`config.mk`:
```
export PLATFORM = sky130hd
export DESIGN_NAME = lsu_bus_ctrl
export DESIGN_NICKNAME = d
export VERILOG_FILES = /design/src/rtl/lsu_bus_ctrl.sv
export SDC_FILE = /design/constraint.sdc
export NUM_CORES = 1
export LEC_CHECK = 0
export ABC_AREA = 1
export BUFFER_PORTS_ARGS = -buffer_cell sky130_fd_sc_hd__buf_2
export CORE_ASPECT_RATIO = 1.2
export CORE_MARGIN = 5
export CORE_UTILIZATION = 42
export CTS_CLUSTER_SIZE = 10
export DETAILED_ROUTE_END_ITERATION = 16
export GPL_ROUTABILITY_DRIVEN = 0
export PLACE_DENSITY = 0.61
export SLEW_MARGIN = 20
export SYNTH_ARGS = -nofsm -noshare
export SYNTH_HDL_FRONTEND = slang
export SYNTH_SLANG_ARGS = --single-unit
```
`constraint.sdc`:
```
create_clock -name clk -period 2.1 [get_ports clk]
set_input_delay 0.315 -clock clk [delete_from_list [all_inputs] [get_ports clk]]
set_output_delay 0.315 -clock clk [all_outputs]
set_load 0.005 [all_outputs]
```
`src/rtl/lsu_bus_ctrl.sv`:
```
// Load/store bus controller: turns one byte-addressed request into one or two
// 8-byte-aligned beats on a valid/ready bus and returns right-aligned load data.
module lsu_bus_ctrl #(
  parameter int XLEN    = 64,
  parameter int TIMEOUT = 255
) (
  input  logic            clk,
  input  logic            rst,
  input  logic            req_valid,
  output logic            req_ready,
  input  logic            req_wen,
  input  logic [1:0]      req_size,
  input  logic [XLEN-1:0] req_addr,
  input  logic [XLEN-1:0] req_wdata,
  output logic            resp_valid,
  output logic [XLEN-1:0] resp_rdata,
  output logic            resp_err,
  output logic            bus_valid,
  input  logic            bus_ready,
  output logic            bus_wen,
  output logic [XLEN-1:0] bus_addr,
  output logic [XLEN-1:0] bus_wdata,
  output logic [7:0]      bus_wmask,
  input  logic            bus_rvalid,
  input  logic [XLEN-1:0] bus_rdata,
  input  logic            bus_err
);

  typedef enum logic [2:0] {IDLE, B0_REQ, B0_WAIT, B1_REQ, B1_WAIT, RESP} state_e;

  localparam logic [7:0] TMO_LAST = 8'(TIMEOUT - 1);

  state_e            state_q, state_d;
  logic              wen_q, wen_d;
  logic [1:0]        size_q, size_d;
  logic [2:0]        off_q, off_d;
  logic [XLEN-1:0]   base_q, base_d;
  logic [15:0]       m16_q, m16_d;
  logic [2*XLEN-1:0] d128_q, d128_d;
  logic              split_q, split_d;
  logic [XLEN-1:0]   lo_q, lo_d;
  logic [XLEN-1:0]   hi_q, hi_d;
  logic              err_q, err_d;
  logic [7:0]        tcnt_q, tcnt_d;

  logic [3:0]        req_nbytes;
  logic [15:0]       req_ones;
  logic [2*XLEN-1:0] merged;
  logic [XLEN-1:0]   rmask;

  always_comb begin
    req_nbytes = 4'd1 << req_size;
    req_ones   = (16'd1 << req_nbytes) - 16'd1;
    merged     = {hi_q, lo_q} >> {off_q, 3'b000};
    // A shift of 64 yields zero, so a double-word access masks to all ones.
    rmask      = (XLEN'(1) << (7'd8 << size_q)) - XLEN'(1);
  end

  always_comb begin
    // NOTE: every signal gets a default first, so no path through this block infers a latch.
    state_d    = state_q;
    wen_d      = wen_q;
    size_d     = size_q;
    off_d      = off_q;
    base_d     = base_q;
    m16_d      = m16_q;
    d128_d     = d128_q;
    split_d    = split_q;
    lo_d       = lo_q;
    hi_d       = hi_q;
    err_d      = err_q;
    tcnt_d     = tcnt_q;
    req_ready  = 1'b0;
    resp_valid = 1'b0;
    resp_rdata = '0;
    resp_err   = 1'b0;
    bus_valid  = 1'b0;
    bus_wen    = 1'b0;
    bus_addr   = '0;
    bus_wdata  = '0;
    bus_wmask  = '0;

    unique case (state_q)
      IDLE: begin
        req_ready = 1'b1;
        if (req_valid) begin
          wen_d   = req_wen;
          size_d  = req_size;
          off_d   = req_addr[2:0];
          base_d  = {req_addr[XLEN-1:3], 3'b000};
          m16_d   = req_ones << req_addr[2:0];
          d128_d  = {{XLEN{1'b0}}, req_wdata} << {req_addr[2:0], 3'b000};
          split_d = ({1'b0, req_addr[2:0]} + req_nbytes) > 4'd8;
          err_d   = 1'b0;
          state_d = B0_REQ;
        end
      end
      B0_REQ: begin
        bus_valid = 1'b1;
        bus_wen   = wen_q;
        bus_addr  = base_q;
        bus_wdata = d128_q[XLEN-1:0];
        bus_wmask = wen_q ? m16_q[7:0] : 8'hFF;
        if (bus_ready) begin
          tcnt_d  = '0;
          state_d = B0_WAIT;
        end
      end
      B0_WAIT: begin
        if (bus_rvalid) begin
          lo_d = bus_rdata;
          if (bus_err) begin
            err_d   = 1'b1;
            state_d = RESP;
          end else begin
            state_d = split_q ? B1_REQ : RESP;
          end
        end else if (tcnt_q == TMO_LAST) begin
          err_d   = 1'b1;
          state_d = RESP;
        end else begin
          tcnt_d = tcnt_q + 8'd1;
        end
      end
      B1_REQ: begin
        bus_valid = 1'b1;
        bus_wen   = wen_q;
        bus_addr  = base_q + XLEN'(8);
        bus_wdata = d128_q[2*XLEN-1:XLEN];
        bus_wmask = wen_q ? m16_q[15:8] : 8'hFF;
        if (bus_ready) begin
          tcnt_d  = '0;
          state_d = B1_WAIT;
        end
      end
      B1_WAIT: begin
        if (bus_rvalid) begin
          hi_d    = bus_rdata;
          err_d   = err_q | bus_err;
          state_d = RESP;
        end else if (tcnt_q == TMO_LAST) begin
          err_d   = 1'b1;
          state_d = RESP;
        end else begin
          tcnt_d = tcnt_q + 8'd1;
        end
      end
      RESP: begin
        resp_valid = 1'b1;
        resp_err   = err_q;
        resp_rdata = wen_q ? '0 : (merged[XLEN-1:0] & rmask);
        state_d    = IDLE;
      end
      default: state_d = IDLE;
    endcase
  end

  // NOTE: state registers use non-blocking assignments so every flop samples pre-edge values.
  always_ff @(posedge clk or negedge rst) begin
    if (!rst) begin
      state_q <= IDLE;
      wen_q   <= 1'b0;
      size_q  <= '0;
      off_q   <= '0;
      base_q  <= '0;
      m16_q   <= '0;
      d128_q  <= '0;
      split_q <= 1'b0;
      lo_q    <= '0;
      hi_q    <= '0;
      err_q   <= 1'b0;
      tcnt_q  <= '0;
    end else begin
      state_q <= state_d;
      wen_q   <= wen_d;
      size_q  <= size_d;
      off_q   <= off_d;
      base_q  <= base_d;
      m16_q   <= m16_d;
      d128_q  <= d128_d;
      split_q <= split_d;
      lo_q    <= lo_d;
      hi_q    <= hi_d;
      err_q   <= err_d;
      tcnt_q  <= tcnt_d;
    end
  end

endmodule
```
# [Yosys cells after proc, flatten, opt, wreduce, memory -nomap -nowiden]
# Index checks and enable logic that the tools add are counted.
[op_classes] bitwise=2 order_cmp=1 n_shift=7 n_addsub=5 eq_ne=13 reduce_logical=11 n_mux=31
[ops] operator="$pmux W64 S2" n=2
[ops] operator="$mux W64" n=2
[ops] operator="$shl A64 B6 Y128" n=1
[ops] operator="$shr A128 B6 Y64" n=1
[ops] operator="$add A64 B4 Y64 const B" n=1
[ops] operator="$and A64 B64 Y64" n=1
[ops] operator="$shl A1 B7 Y64 const A" n=1
[ops] operator="$sub A64 B2 Y64 const B" n=1
[ops] operator="$mux W8" n=5
[ops] operator="$pmux W8 S2" n=2
[ops] operator="$mux W3" n=8
[ops] operator="$shl A1 B4 Y16 const A" n=1
[ops] operator="$shl A16 B3 Y16" n=1
[ops] operator="$sub A16 B1 Y16 const B" n=1
[ops] operator="$pmux W3 S5" n=1
[ops] operator="$mux W1" n=10
[ops] operator="$ne A2 B2 Y1 const B" n=5
[ops] operator="$add A8 B1 Y8 const B" n=1
[ops] operator="$eq A8 B8 Y1 const B" n=1
[ops] operator="$shl A4 B2 Y7 const A" n=1
[ops] operator="$eq A3 B2 Y1 const B" n=2
[ops] operator="$eq A3 B3 Y1 const B" n=2
[ops] operator="$reduce_and A2 Y1" n=3
[ops] operator="$reduce_and A3 Y1" n=2
[ops] operator="13 further kinds" n=14
[totals] ff_bits=352 in_bits=201

# [Depth between registers and ports, before layout]
# Gate-level depths: netlist of run 1.
[depth] depth_word=6 depth_mapped=12 depth_no_buf=11

# [Worst setup path after synthesis of run 1]
# Ideal clock, no wire load.
[synth_path] path_kind="register to output" startpoint="register base_q[3]" endpoint="output bus_addr[51]" required_time_ns=1.785 arrival_ns=1.591 stages_incl_launch_ff=10 n_path_buf=0 setup_slack_ns=0.194 path_cell_list="dfrtp_1 ha_1 nand2_1 nor2_4 nand2_2 nor2_1 nand3_1 nand2_1 nand3_1 nand2_1"
[synth_via] elab_chain_len=2
[synth_lines] element="from (decl)" line_no="37" source="logic [XLEN-1:0] base_q, base_d;"
[synth_lines] element="from (signal assigned)" line_no="178" source="base_q <= base_d;"
[synth_lines] element="$add A64 B4 Y64" line_no="128" source="bus_addr = base_q + XLEN'(8);"
[synth_lines] element="$pmux W64 S2" line_no="83" source="unique case (state_q)"
[synth_lines] element="to (decl)" line_no="21" source="output logic [XLEN-1:0] bus_addr,"
# Every way passes these cells.

# [Worst setup path in the final report of run 1]
[layout_path] startpoint="register off_q[0]" endpoint="output resp_rdata[13]"
[layout_via] elab_chain_len=4
[layout_lines] element="from (decl)" line_no="36" source="logic [2:0] off_q, off_d;"
[layout_lines] element="from (signal assigned)" line_no="164" source="off_q <= '0;"
[layout_lines] element="from (signal assigned)" line_no="177" source="off_q <= off_d;"
[layout_lines] element="$shr A128 B6 Y64" line_no="54" source="merged = {hi_q, lo_q} >> {off_q, 3'b000};"
[layout_lines] element="$and A64 B64 Y64" line_no="151" source="resp_rdata = wen_q ? '0 : (merged[XLEN-1:0] & rmask);"
[layout_lines] element="$mux W64" line_no="151"
[layout_lines] element="$mux W64" line_no="83"
[layout_lines] element="to (decl)" line_no="16" source="output logic [XLEN-1:0] resp_rdata,"
# Every way passes these cells.

==> flow_summary_export.csv, run 1 <==
group,metric,value,unit
worst_setup_path,crit_chain,"buf_12 -> clkbuf_16 -> a211oi_2 -> a211oi_1 -> nor3_1 -> buf_2",
worst_setup_path,path_delay_family,"flip-flops",
synthesis,yosys.area.top_type,"dfrtp_1",
detailed_routing,drtAntennaViolNets,0,
worst_setup_path,worstPathArrival,2.42,ns
timing,max_slew_margin,49.8,%
power_and_ir_drop,seq_power_share,25.8,%
synthesis,synth_edf_count,0,
detailed_routing,vias_per_cell,5.90,
clocking,htreeDepth,2,
clocking,clkLatencyLatePin,0.58,ns
placement,dp_hpwl,65700,µm
timing,setup_slack,-0.631,ns
detailed_routing,avgRoutedWirePerCell,23.5,µm
die,start_util,42.3,%
detailed_routing,routed_wirelength,101000,µm
worst_setup_path,cp_num_buf_inv,3,
finish,finish.net_count,3858,
global_route,first_global_vias,23600,
clocking,cts_made_buffers,42,
timing,final.min_clock_period,2.73,ns
worst_setup_path,crit_required,1.78,ns
detailed_routing,dr.pass1.iters,6,
power_and_ir_drop,power,46.4,mW
timing,tns,-86.85,ns
status,status,"finished, violations left",
power_and_ir_drop,p_leak,15.2,nW
power_and_ir_drop,clockPowerShare,15.1,%
global_route,grtUsageTotal,31.3,%
die,die_height,256,µm
worst_setup_path,slowest_stage,"dfrtp_4",
power_and_ir_drop,ir_drop,0.817,mV
timing,worst_pin_slew,0.752,ns
detailed_routing,vias,25400,
synthesis,seq_area_frac_synth,39.5,%
synthesis,syn_inst,2992,
synthesis,synth_area_leaders,"dfrtp_1 40%, nand2_1 15%, o21ai_0 10%",
finish,fillCellCount,4130,
die,dieArea,55200,µm²
global_route,grt_overflow,0,
die,io_pins,406,
power_and_ir_drop,swShare,46.3,%
clocking,cts.sinks,336,
synthesis,syn_area,21300,µm²
run,drv_cap,0,
synthesis,ys.warnings.count,0,
worst_setup_path,path_class,"flip-flop to primary output",
global_route,grt_pass1_wl,137000,µm
timing,fin_crit_sh,130,%
clocking,root_buffer,"clkbuf_16",
clocking,cts_buffer_depth,3,
worst_setup_path,path_max_fanout,9,
detailed_routing,initialDrtViolationCount,2980,
detailed_routing,drc_errors,0,
timing,clock.fmax,0.366,GHz
power_and_ir_drop,power_per_cell_area,1430,nW/µm²
synthesis,synthDistinctLibCells,50,
power_and_ir_drop,p_sw,21.5,mW
placement,pre_cts_ws,-0.0783,ns
power_and_ir_drop,pwr-share-comb,59.2,%
timing,worst_clock_skew,0.0316,ns
placement,io_buffer_count,402,
min_path,hp-class,"input port to flip-flop",
synthesis,synth_seq_cells,336,
timing,finalSetupViolCount,269,
power_and_ir_drop,p_int,24.9,mW
die,fp.dieW,215,µm
die,core.rowCount,90,
synthesis,async_flop_share,100,%
worst_setup_path,worstSetupEndpointType,"primary output",
timing,rsz0062_at_grt,"true",
global_route,grt_max_degree,92,
timing,slew_viol_final,0,
clocking,cts_tree,"yes",
worst_setup_path,cp-start-kind,"flip-flop",
synthesis,ys.flop_type,"dfrtp_1",
die,design.core.area,50200,µm²
finish,syn_to_final_growth,52.3,%
status,failed_checks,"negative setup slack",
finish,final_util,64.5,%
synthesis,avgSynthCellArea,7.11,µm²
global_route,antenna_found_initial,5,
worst_setup_path,slowest_delay,0.59,ns
clocking,clk_pin_slew,0.05,ns
timing,hold_viol_final,0,
synthesis,synth_top_area_share,39.5,%
finish,drive_gt1_share,37.5,%
==> per-layer routing <==
layer	vias to the layer above	track usage [%]	wire, µm	part of all wire (%)
met2	1667	51.5	46900	46
met4	2	17.6	8710	8.6
li1	11200	-	-	-
met5	-	0	13	0.013
met1	12100	38.6	35700	35
met3	475	6.22	10200	10
==> placed cells by master, fill, tap and decap left out, types with 21 or more instances in the layout <==
master and instances:
inv_1 287, mux2i_1 30, or2_2 33, nand3_1 95, dfrtp_2 27, o21ai_1 76
a21oi_1 53, o22ai_1 46, o21ai_4 21, a21oi_2 43, mux2_1 47, buf_4 151
buf_6 76, nand2_2 85, nand2_4 48, nor2_2 29, buf_2 381, o221ai_1 33
o21ai_0 249, o22ai_4 29, buf_12 48, clkbuf_16 66, dlygate4sd3_1 90, dfrtp_1 308
o21ai_2 91, nor2_4 76, o211ai_1 38, nor2_1 126, nand2_1 716
==> worst register-to-register path, delay by kind of cell (launching register included) <==
kind	cells	cell delay, ns
AND/OR/NAND/NOR	4	0.73
flip-flops	1	0.40
AO/OA/AOI/OAI	1	0.16
buffers and inverters	5	0.86
==> worst paths after layout <==
kind / start / end / slack, ns / depth (start not counted)
max: off_q[0] / resp_rdata[13] / -0.63 / 6
min: req_addr[47] / base_q[47] / 0.02 / 3
max reg2reg: state_q[0] / base_q[3] / -0.17 / 10
min reg2reg: m16_q[13] / m16_q[13] / 0.48 / 2
max in group asynchronous: rst / base_q[51] / 0.97 / 3
min in group asynchronous: rst / lo_q[58] / 0.23 / 2
==> power by group through the flow <==
stage	clock [mW]	sequential (mW)	combinational (mW)
5_1_grt	7.34	12.2	29.0
3_5_place_dp	0	11.6	17.7
3_3_place_gp	0	11.5	17.4
2_1_floorplan	0	10.7	10.7
4_1_cts	7.07	11.6	20.4
6_report	6.99	12.0	27.5
==> metrics by stage <==
stage	area, µm²	cells	hold slack, ns
6_report	32400	4313	0.0198
5_1_grt	32400	4310	0.00489
4_1_cts	28700	4215	0.00108
3_5_place_dp	24900	4021	0.215
3_3_place_gp	24900	4021	0.216
2_1_floorplan	21300	2994	0.0194
==> registers in the layout (all words and copies together), names as in the netlist <==
name	flops
base_q	61
d128_q	120
err_q	1
hi_q	56
lo_q	64
m16_q	16
off_q	3
size_q	2
split_q	1
state_q	3
tcnt_q	8
wen_q	1
==> synth_stat cells (9+ instances only) <==
library cell / instances
a211oi_1: 16
a21oi_1: 93
a21oi_2: 10
buf_1: 15
buf_2: 60
buf_4: 11
clkbuf_1: 97
dfrtp_1: 336
inv_1: 299
inv_2: 11
mux2_1: 47
mux2_2: 12
mux2i_1: 35
nand2_1: 841
nand2_2: 12
nand3_1: 116
nand4_1: 16
nor2_1: 221
nor3_1: 16
o211ai_1: 38
o21ai_0: 428
o21ai_1: 9
o21bai_1: 9
o221ai_1: 33
o22ai_1: 87
or2_2: 44
==> cell families after synthesis <==
kind of cell | count (synthesis) | share of synthesized area (%)
xor+xnor | 10 | 0.412
buf+inv | 498 | 9.48
simple gates | 1286 | 24.8
flops | 336 | 39.5
compound gates | 759 | 20.4
other cells | 1 | 0.0176
fa+ha+maj | 8 | 0.506
mux | 94 | 4.77
==> final cells by class <==
class / instances / area (µm²) / share of cell area, %
Clock inverter: 4 / 77.6 / 0.240
Multi-Input combinational cell: 2161 / 13700 / 42.3
Inverter: 311 / 1240 / 3.83
Sequential cell: 336 / 8450 / 26.1
Antenna cell: 4 / 10.0 / 0.0309
Clock buffer: 56 / 1180 / 3.66
Timing Repair Buffer: 797 / 6910 / 21.3
Tap cell: 644 / 806 / 2.49
==> timing repair <==
item                       CTS  global route
hold buffers                90             0
pin swaps                   86           128
hold endpoints to repair   160             0
gates resized for setup    440           645
gates cloned                 8            34
setup endpoints to repair  199           264
setup buffers               36            69
Note: power is estimated with default switching activity, not from simulation.
==> run 2, diff against run 1 <==
--- a/config.mk
+++ b/config.mk
@@ -8,7 +8,7 @@
 export ABC_AREA = 1
 export BUFFER_PORTS_ARGS = -buffer_cell sky130_fd_sc_hd__buf_2
 export CORE_ASPECT_RATIO = 1.2
-export CORE_MARGIN = 5
+export CORE_MARGIN = 2
 export CORE_UTILIZATION = 42
 export CTS_CLUSTER_SIZE = 10
 export DETAILED_ROUTE_END_ITERATION = 16
==> flow_summary_export.csv, run 2 (synthesis gave the netlist of run 1 again) <==
group,metric,value,unit
clocking,cts_tree,"yes",
timing,setup_slack,-0.670,ns
worst_setup_path,path_max_fanout,4,
detailed_routing,initialDrtViolationCount,3095,
detailed_routing,drc_errors,0,
die,die_height,250,µm
die,core.rowCount,90,
finish,finish.net_count,3855,
power_and_ir_drop,power,45.2,mW
clocking,cts_buffer_depth,3,
worst_setup_path,path_class,"flip-flop to primary output",
status,failed_checks,"negative setup slack",
finish,top_regs,"d128_q x120, lo_q x64, base_q x61",
worst_setup_path,worstPathArrival,2.45,ns
global_route,first_global_vias,24000,
min_path,hp-class,"input port to flip-flop",
die,start_util,42.4,%
clocking,cts_made_buffers,42,
run,drv_cap,0,
detailed_routing,avgRoutedWirePerCell,23.1,µm
global_route,grt_pass1_wl,138000,µm
global_route,antenna_found_initial,6,
global_route,grtUsageTotal,33.9,%
die,dieArea,52400,µm²
clocking,cts.sinks,336,
detailed_routing,vias_per_cell,5.89,
finish,syn_to_final_growth,51.2,%
timing,fin_crit_sh,132,%
placement,place_area,24800,µm²
timing,tns,-77.52,ns
detailed_routing,dr.pass1.iters,6,
worst_setup_path,cp-start-kind,"flip-flop",
timing,rsz0062_at_grt,"true",
timing,max_slew_margin,54.5,%
status,status,"finished, violations left",
detailed_routing,vias,25400,
timing,finalSetupViolCount,207,
global_route,grt_max_degree,97,
worst_setup_path,cpMostUsedCell,"buf_6",
finish,largest_register_ffs,120,
worst_setup_path,crit_required,1.78,ns
placement,placed_cells,4006,
die,fp.dieW,209,µm
worst_setup_path,slowest_delay,0.39,ns
timing,clock.fmax,0.361,GHz
die,design.core.area,50100,µm²
global_route,grt_overflow,0,
detailed_routing,drtAntennaViolNets,0,
finish,stdcell_area,32100,µm²
worst_setup_path,slowest_stage,"dfrtp_1",
finish,drive_gt1_share,37.9,%
finish,mostFrequentLayoutCells,"710 x nand2_1, 382 x buf_2, 308 x dfrtp_1, 284 x inv_1, 249 x o21ai_0",
placement,pre_cts_ws,-0.0362,ns
finish,regMostFlops,"d128_q",
timing,holdWs,0.0173,ns
timing,worst_pin_slew,0.681,ns
power_and_ir_drop,ir_drop,1.03,mV
placement,dp_hpwl,65100,µm
timing,final.min_clock_period,2.77,ns
clocking,clkLatencyLatePin,0.58,ns
timing,slew_viol_final,0,
finish,final_common_cell,"nand2_1",
die,io_pins,406,
timing,worst_clock_skew,0.0240,ns
clocking,htreeDepth,2,
placement,io_buffer_count,402,
finish,final_util,64.1,%
finish,stdcell_count,4313,
worst_setup_path,worstSetupEndpointType,"primary output",
power_and_ir_drop,power_per_cell_area,1410,nW/µm²
timing,hold_viol_final,0,
detailed_routing,routed_wirelength,99600,µm
power_and_ir_drop,p_leak,15.0,nW
worst_setup_path,crit_chain,"ha_2 -> nand2_2 -> nor2_4 -> buf_6 -> buf_6 -> nand3_4 -> buf_4 -> nor3_4 -> a211oi_4 -> buf_2",
clocking,root_buffer,"clkbuf_16",
clocking,clk_pin_slew,0.06,ns
run 2: changes by cell type in the layout (fill, tap and decap cells not counted), sizes merged:
cell,previous run,this run
bufinv,2,1
nand2,855,854
clkinv,4,7
dlygate4sd3,90,92
buf,683,686
clkbuf,79,73
bufbuf,1,0
inv,307,309
clkinvlp,2,1
run 2: cell type report:
cell class	instances	area [µm²]
multi-input combinational	2160	13700
timing repair buffer	795	6750
antenna	4	10.0
fill	4034	18000
tap	644	806
sequential	336	8450
inverter	311	1240
clock buffer	56	1140
clock inverter	7	66.3
run 2: power by group:
group	internal, mW	switching, mW
registers	9.41	2.53
clock network	3.90	2.85
logic	10.8	15.7
total	24.1	21.1
run 2: metal layers:
layer	vias to the layer above	GRT usage (%)	part of all wire (%)
met5	-	0	0.046
met4	6	21.7	8.5
met3	500	6.67	10
met2	1676	55.6	46
met1	12000	40.7	35
li1	11200	-	-
run 2: repair_timing:
item	4_1_cts	5_1_grt
buffers inserted	73	56
hold buffers	92	0
pin swaps	105	127
gates cloned	8	21
endpoints found under the setup margin	199	312
resized for setup	629	459
hold endpoints to repair	153	0
run 2: worst paths after layout:
kind,endpoint,from,slack (ns),cells past startpoint
setup / recovery,bus_addr[13],base_q[3],-0.67,10
hold / removal,base_q[14],req_addr[14],0.02,3
setup reg to reg,base_q[52],state_q[0],-0.16,11
hold reg to reg,d128_q[3],d128_q[3],0.49,2
max in group asynchronous,base_q[42],rst,0.98,3
min in group asynchronous,hi_q[9],rst,0.26,2
run 2: critical path, delay by kind of cell (launching register included):
family	cells	cell delay (ns)
DFF	1	0.39
adders and majority gates	1	0.20
buffers and inverters	4	0.62
AOI/OAI and AO/OA	1	0.11
and+or+nand+nor	4	0.56
